--- config.mk ---
export PLATFORM = sky130hd
export DESIGN_NAME = alu_con_flags
export DESIGN_NICKNAME = d
export VERILOG_FILES = /design/src/rtl/alu_con_flags.sv
export SDC_FILE = /design/constraint.sdc
export NUM_CORES = 1
export LEC_CHECK = 0
export BUFFER_PORTS_ARGS = -buffer_cell sky130_fd_sc_hd__buf_2
export CAP_MARGIN = 20
export CORE_ASPECT_RATIO = 1.5
export CORE_UTILIZATION = 25
export DETAILED_ROUTE_END_ITERATION = 10
export PLACE_DENSITY_LB_ADDON = 0.05
export SYNTH_ARGS = -nofsm -noshare
export SYNTH_HDL_FRONTEND = slang
export SYNTH_SLANG_ARGS = --single-unit
--- constraint.sdc ---
create_clock -name clk -period 0.8 [get_ports clk]
set_input_delay 0.16 -clock clk [delete_from_list [all_inputs] [get_ports clk]]
set_output_delay 0.16 -clock clk [all_outputs]
set_load 0.01 [all_outputs]
--- src/rtl/alu_con_flags.sv ---
// Registered ADD/SUB/XOR/NOT ALU with NZCV flags. One-cycle latency, no backpressure (accepts every cycle).
// Optional sticky overflow bit (v_sticky, cleared by clr_sticky) when ALU_CON_FLAGS_STICKY_V_EN is defined.
module alu_con_flags #(
    parameter int WIDTH = 17
) (
    input  logic             clk,
    input  logic             rst,
    input  logic             in_valid,
    input  logic [WIDTH-1:0] a,
    input  logic [WIDTH-1:0] b,
    input  logic [1:0]       alu_control,
`ifdef ALU_CON_FLAGS_STICKY_V_EN
    input  logic             clr_sticky,
    output logic             v_sticky,
`endif
    output logic [WIDTH-1:0] result,
    output logic [3:0]       alu_flags,
    output logic             out_valid
);

    localparam logic [1:0] OP_ADD = 2'b00;
    localparam logic [1:0] OP_SUB = 2'b01;
    localparam logic [1:0] OP_XOR = 2'b10;
    localparam logic [1:0] OP_NOT = 2'b11;

    localparam int MSB = WIDTH - 1;

    logic             is_sub;
    logic [WIDTH-1:0] bx;
    logic [WIDTH:0]   sum;
    logic [WIDTH-1:0] nxt_result;
    logic             nxt_c;
    logic             nxt_v;
    logic             nxt_n;
    logic             nxt_z;

    // SUB reuses the adder as a + ~b + 1, so carry out means "no borrow".
    always_comb begin
        is_sub = (alu_control == OP_SUB);
        bx     = is_sub ? ~b : b;
        sum    = {1'b0, a} + {1'b0, bx} + {{WIDTH{1'b0}}, is_sub};
    end

    always_comb begin
        nxt_result = sum[WIDTH-1:0];
        nxt_c      = 1'b0;
        nxt_v      = 1'b0;
        case (alu_control)
            OP_ADD: begin
                nxt_result = sum[WIDTH-1:0];
                nxt_c      = sum[WIDTH];
                nxt_v      = (a[MSB] == b[MSB]) && (sum[MSB] != a[MSB]);
            end
            OP_SUB: begin
                nxt_result = sum[WIDTH-1:0];
                nxt_c      = sum[WIDTH];
                nxt_v      = (a[MSB] != b[MSB]) && (sum[MSB] != a[MSB]);
            end
            OP_XOR: nxt_result = a ^ b;
            OP_NOT: nxt_result = ~a;
            default: nxt_result = sum[WIDTH-1:0];
        endcase
        nxt_n = nxt_result[MSB];
        nxt_z = (nxt_result == '0);
    end

    always_ff @(posedge clk or posedge rst) begin
        if (rst) begin
            result    <= '0;
            alu_flags <= 4'b0000;
            out_valid <= 1'b0;
        end else begin
            out_valid <= in_valid;
            if (in_valid) begin
                result    <= nxt_result;
                alu_flags <= {nxt_n, nxt_z, nxt_c, nxt_v};
            end
        end
    end

`ifdef ALU_CON_FLAGS_STICKY_V_EN
    // A new overflow in the same cycle as a clear keeps the bit set.
    always_ff @(posedge clk or posedge rst) begin
        if (rst) begin
            v_sticky <= 1'b0;
        end else if (in_valid && nxt_v) begin
            v_sticky <= 1'b1;
        end else if (clr_sticky) begin
            v_sticky <= 1'b0;
        end
    end
`endif

endmodule

== Yosys cells after proc, flatten, opt, wreduce, memory -nomap -nowiden ==
Cells that the tools add are included.
Storage, ports and cells
  register bits after elaboration: 22
  input bits: 39
  output and inout port bits: 22
  logic and storage cells: 23
Cells by class
  add/subtract/negate cells: 2
  eq/ne operators: 6
  multiplexer cells: 4
  bitwise gates (word level): 3
  reductions and logical operators: 5
Operator list (number)
  17-bit one-hot mux with 3 select lines: 1
  17-bit inverter: 2
  17-bit by 17-bit adder with 18-bit output: 1
  18-bit by 1-bit adder with 18-bit output: 1
  17-bit logical NOT: 1
  17-bit 2-to-1 mux: 1
  17-bit XOR: 1
  2-bit == test, second input constant: 2
  2-bit by 1-bit == test with 1-bit output, second input constant: 1
  1-bit logical AND: 2
  2-bit logical NOT: 1
  1-bit != test: 2
  1-bit one-hot mux with 2 select lines: 1
  2-bit OR reduction: 1
  1-bit == test: 1
  1-bit 2-to-1 mux: 1

== Logic depth before layout (Yosys ltp) ==
  word-level depth: 7
  depth in mapped cells: 16
  gate-level depth less buffers: 12

== Least setup slack after synthesis ==
OpenSTA, ideal clock, no wires.
  path type: input to register
  from: input port alu_control[1]
  to: register alu_flags[2]
  setup time: 0.092 ns
  arrival: 3.861 ns
  required time: 0.708 ns
  path slack: -3.153 ns
  cell stages on the path: 15
  buffers on the path: 4
  cells stage by stage: clkbuf_1 buf_2 nand2b_1 clkbuf_1 clkbuf_1 xnor2_1 ha_1 and3_1 o21ai_0 a31o_2 a211oi_1 mux2i_1 nor4bb_1 or4b_1 o31ai_2
On the way
  longest elaborated chain between the ends: 6
  elaborated cells between the ends (all ways): 10
  those cells by class: add/sub (2); eq/ne (3); mux (2); reduce/logical (3)
Ends and longest elaborated chain
  start, declared: RTL line 11  | input logic [1:0] alu_control,
  2-bit by 1-bit == test with 1-bit output: RTL line 39, 48
  17-bit 2-to-1 mux: RTL line 40  | bx = is_sub ? ~b : b;
  17-bit by 17-bit adder with 18-bit output: RTL line 41  | sum = {1'b0, a} + {1'b0, bx} + {{WIDTH{1'b0}}, is_sub};
  18-bit by 1-bit adder with 18-bit output: RTL line 41
  17-bit one-hot mux with 3 select lines (*): RTL line 48  | case (alu_control)
  17-bit logical NOT (*): RTL line 64  | nxt_z = (nxt_result == '0);
  end signal, assigned: RTL line 76  | alu_flags <= {nxt_n, nxt_z, nxt_c, nxt_v};
  end, declared: RTL line 17  | output logic [3:0] alu_flags,
Every way passes the cells marked *; elsewhere a longest branch is shown, timed or not.
A chain may end at the register's enable or synchronous reset.

== Worst setup path in the final report ==
Same ends and word-level chain as after synthesis.

==> results by group <==
Status
  • Status: finished with violations
  • Violated checks: negative setup slack

Timing
  • Final setup margin: -1960 ps
  • Final setup vio count: 42
  • Final Hold Violating Endpoints: 0
  • Minimum clock period: roughly 2800 ps
  • Slew Limit Fails: 0
  • Clock skew: 0 ps
  • RSZ-0062 raised after global routing: true
  • Worst slew pin tran: 343 ps
  • Final period utilization: 3.45
  • Slew margin rel.: 0.772
  • Maximum clock rate: 363 MHz

Floorplan
  • Area of the die: about 9600 µm²
  • Die H: approximately 120 µm
  • Site Rows: 42
  • IO Count: 61
  • Starting Density: 0.260
  • CORE AREA: between 8000 and 9000 µm²
  • Die width: 80.5 µm

Cells and area
  • Area grow syn2layout: 70.6%
  • Diodes inserted: 0
  • Multi-input logic area: just over 2000 µm²
  • Share of cells above drive strength 1: 0.549
  • Fill cells: between 900 and 1000
  • Reg area: ~530 µm²
  • Post-Layout Cell Count: roughly 540
  • Post-layout net count: 491

Setup path
  • Crit path DAT: around 2900 ps
  • Crit-path cells: buf_6 -> buf_4 -> nand2b_4 -> nor2_1 -> a21oi_2 -> fa_2 -> nor2b_4 -> o21ai_2 -> a31o_2 -> a211oi_2 -> mux2i_1 -> nor4bb_2 -> or4b_1 -> o31ai_2
  • Startpoint types: primary input
  • Family with the most delay on the worst path: simple AND/OR/NAND/NOR gates
  • WP data required: approximately 970 ps
  • CP max-delay cell: or4b_1
  • CP peak stage delay: 470 ps
  • Critical path buffers and inverters: 2
  • Critical path peak fanout: 4
  • Setup CP Type: primary input to flop
  • R2R cell count: 4
  • CP endpoint kind: flop
  • Instance count on the critical path: 14

Place
  • Placed wire-length estimate: around 5900 µm
  • I/O Buffers: 60
  • # placed instances: 510
  • Placer Congestion: between 0.7 and 0.8

Power and ir drop
  • Pint: ~0.0039 W
  • Sw frac: 0.351
  • Clk network pwr share: 0.174
  • Maximum VDD drop: approximately 1200 µV
  • PwrDens: roughly 1500 nW/µm²
  • Flop pwr share: 0.221
  • P_sw: around 0.0021 W
  • Combinational share of power: 0.606
  • Pwr Total: ~0.0060 W
  • Leakage: between 1.5 and 2 nW

Yosys
  • Ys Warns: 0
  • Most used DFF post-synth: dfrtp_1
  • #FFs+latches synth: 21
  • Share of the yosys chip area belonging to registers: 0.227
  • Cells after Synth: ~280
  • Syn Std Cell Area: between 2000 and 2500 µm²
  • Area share of the largest cell type after synthesis: 0.227
  • Async S/R FF share, synth: 1.00
  • Synth top area cells: dfrtp_1, ha_1, xnor2_1, a21oi_1, mux2_2
  • Synthesized Nets: about 340
  • Cell variety after synth: 51
  • Area leader, netlist: dfrtp_1
  • Number of enable flip-flop cells after synthesis: 0
  • Syn Area/Cell: 8.22 µm²

Min path
  • Hold path depth: 4
  • Hold crit path type: primary input to flop

CTS
  • Worst skew pair latency: ~250 ps
  • CTS tree: done
  • Clock tree sinks: 21
  • CTS Buf Count: 3
  • Clock transition at path regs: ~50 ps
  • Clk root buf: clkbuf_16
  • H-tree Lvls: 1
  • CTS max path bufs: 2

Routing
  • Post-Route WL: ~7600 µm
  • Vias per cell: between 4 and 5
  • Routed vias: ~2600
  • Wire per inst: approximately 14 µm
  • DRT antenna net count: 0
  • Drt first pass iters: 4
  • # DRC: 0
  • 1st-iter DRT viols: 49

Global route
  • Largest net degree at the start of global routing: 39
  • Vias in the first global route: 2597
  • GRT Overall Usage: 0.167
  • Initial antenna violation count: 0
  • First-pass GRT wire length: approximately 13000 µm
  • Congestion Overflow GR: 0

Run
  • Max_cap viols: 0
-- cell usage after synthesis, drive strengths merged (2+ instances only) --
library cell	instances
o31ai	6
o21ai	19
o22ai	2
nor2b	2
o21a	8
nor4	2
and3	4
nor3	3
nand4	5
buf	6
inv	9
xnor2	23
a211oi	3
nand3	16
nand2	6
a21o	7
o211ai	7
and2	2
mux2	9
xor2	5
o31a	3
a21oi	23
a31oi	3
mux2i	2
nor2	22
or2	2
ha	18
nand4b	2
dfrtp	21
nand2b	3
or3	12
clkbuf	11
and4	2
-- stage by stage --
stage / worst slack, ps / TNS, ps / utilization / cell area [µm²] / hold slack [ps]
4_1_cts: -1970 / -29750 / 0.428 / 3800 / 326
3_5_place_dp: -2320 / -34650 / 0.373 / 3310 / 189
2_1_floorplan: -2360 / -31380 / - / 2450 / 137
3_3_place_gp: -2320 / -34420 / 0.373 / 3310 / 191
5_1_grt: -2120 / -32620 / 0.444 / 3940 / 349
6_report: -1960 / -29720 / 0.444 / 3940 / 324
-- cell type report --
class,count,area share
tap,110,0.0349
sequential,21,0.133
inverter,9,0.00857
clock buffer,4,0.0200
timing repair buffer,163,0.288
multi-input combinational,235,0.515
-- worst min-delay path: stages --
cell and delay (ps):
buf_2 110, nor2_1 50, mux2i_1 120, o22ai_1 90
-- sequential cells by signal, summed over array words and instances, names as in the netlist --
register,count
result,17
alu_flags,3
out_valid,1
-- path summary, 6_finish.rpt --
check	end	startpoint	slack (ps)
worst max-delay path	alu_flags[2]	alu_control[1]	-1960
worst min-delay path	alu_flags[0]	a[16]	320
worst max register to register	alu_flags[2]	alu_flags[2]	-70
worst min register to register	result[2]	result[2]	510
max in group asynchronous	result[13]	rst	200
min in group asynchronous	result[3]	rst	460
-- layer usage --
| metal | share of wire | global-route usage |
|---|---|---|
| met5 | 0 | 0 |
| met2 | 0.53 | 0.311 |
| met4 | 0.011 | 0.0502 |
| met3 | 0.022 | 0.00608 |
| met1 | 0.43 | 0.200 |
-- power groups by stage --
stage	clock network, W	logic [W]	registers [W]
floorplan	0	0.00157	0.00144
global placement	0	0.00293	0.00135
detailed placement	0	0.00293	0.00135
CTS	0.00108	0.00350	0.00132
global route	0.00113	0.00396	0.00135
finish	0.00104	0.00363	0.00132
-- cell families (layout without fill, tap and decap cells) --
| kind of cell | count (synthesis) | count (layout) | share of synthesized area |
|---|---|---|---|
| buffers and inverters | 26 | 176 | 0.0503 |
| DFF | 21 | 21 | 0.227 |
| adders and majority gates | 19 | 19 | 0.106 |
| AOI/OAI and AO/OA | 89 | 89 | 0.253 |
| and+or+nand+nor | 87 | 88 | 0.204 |
| muxes | 11 | 11 | 0.0525 |
| xor gates and xnor gates | 28 | 28 | 0.106 |
-- timing repair --
action / 4_1_cts / 5_1_grt
gates cloned: 1 / 0
endpoints found under the setup margin: 42 / 42
hold buffers: 1 / 0
buffers inserted: 21 / 5
gates resized for setup: 46 / 17
pin swaps: 26 / 8
hold endpoints to repair: 21 / 0
-- cells in the final DEF (no fill, tap or decap), types with 12 or more instances in the layout --
master   instances
xnor2_1         18
or3_1           12
a21oi_2         12
buf_2           58
nor2_1          20
ha_1            13
o21ai_0         13
buf_4           93
nand3_1         16
dfrtp_1         21
Note: power is estimated with default switching activity, not from simulation.
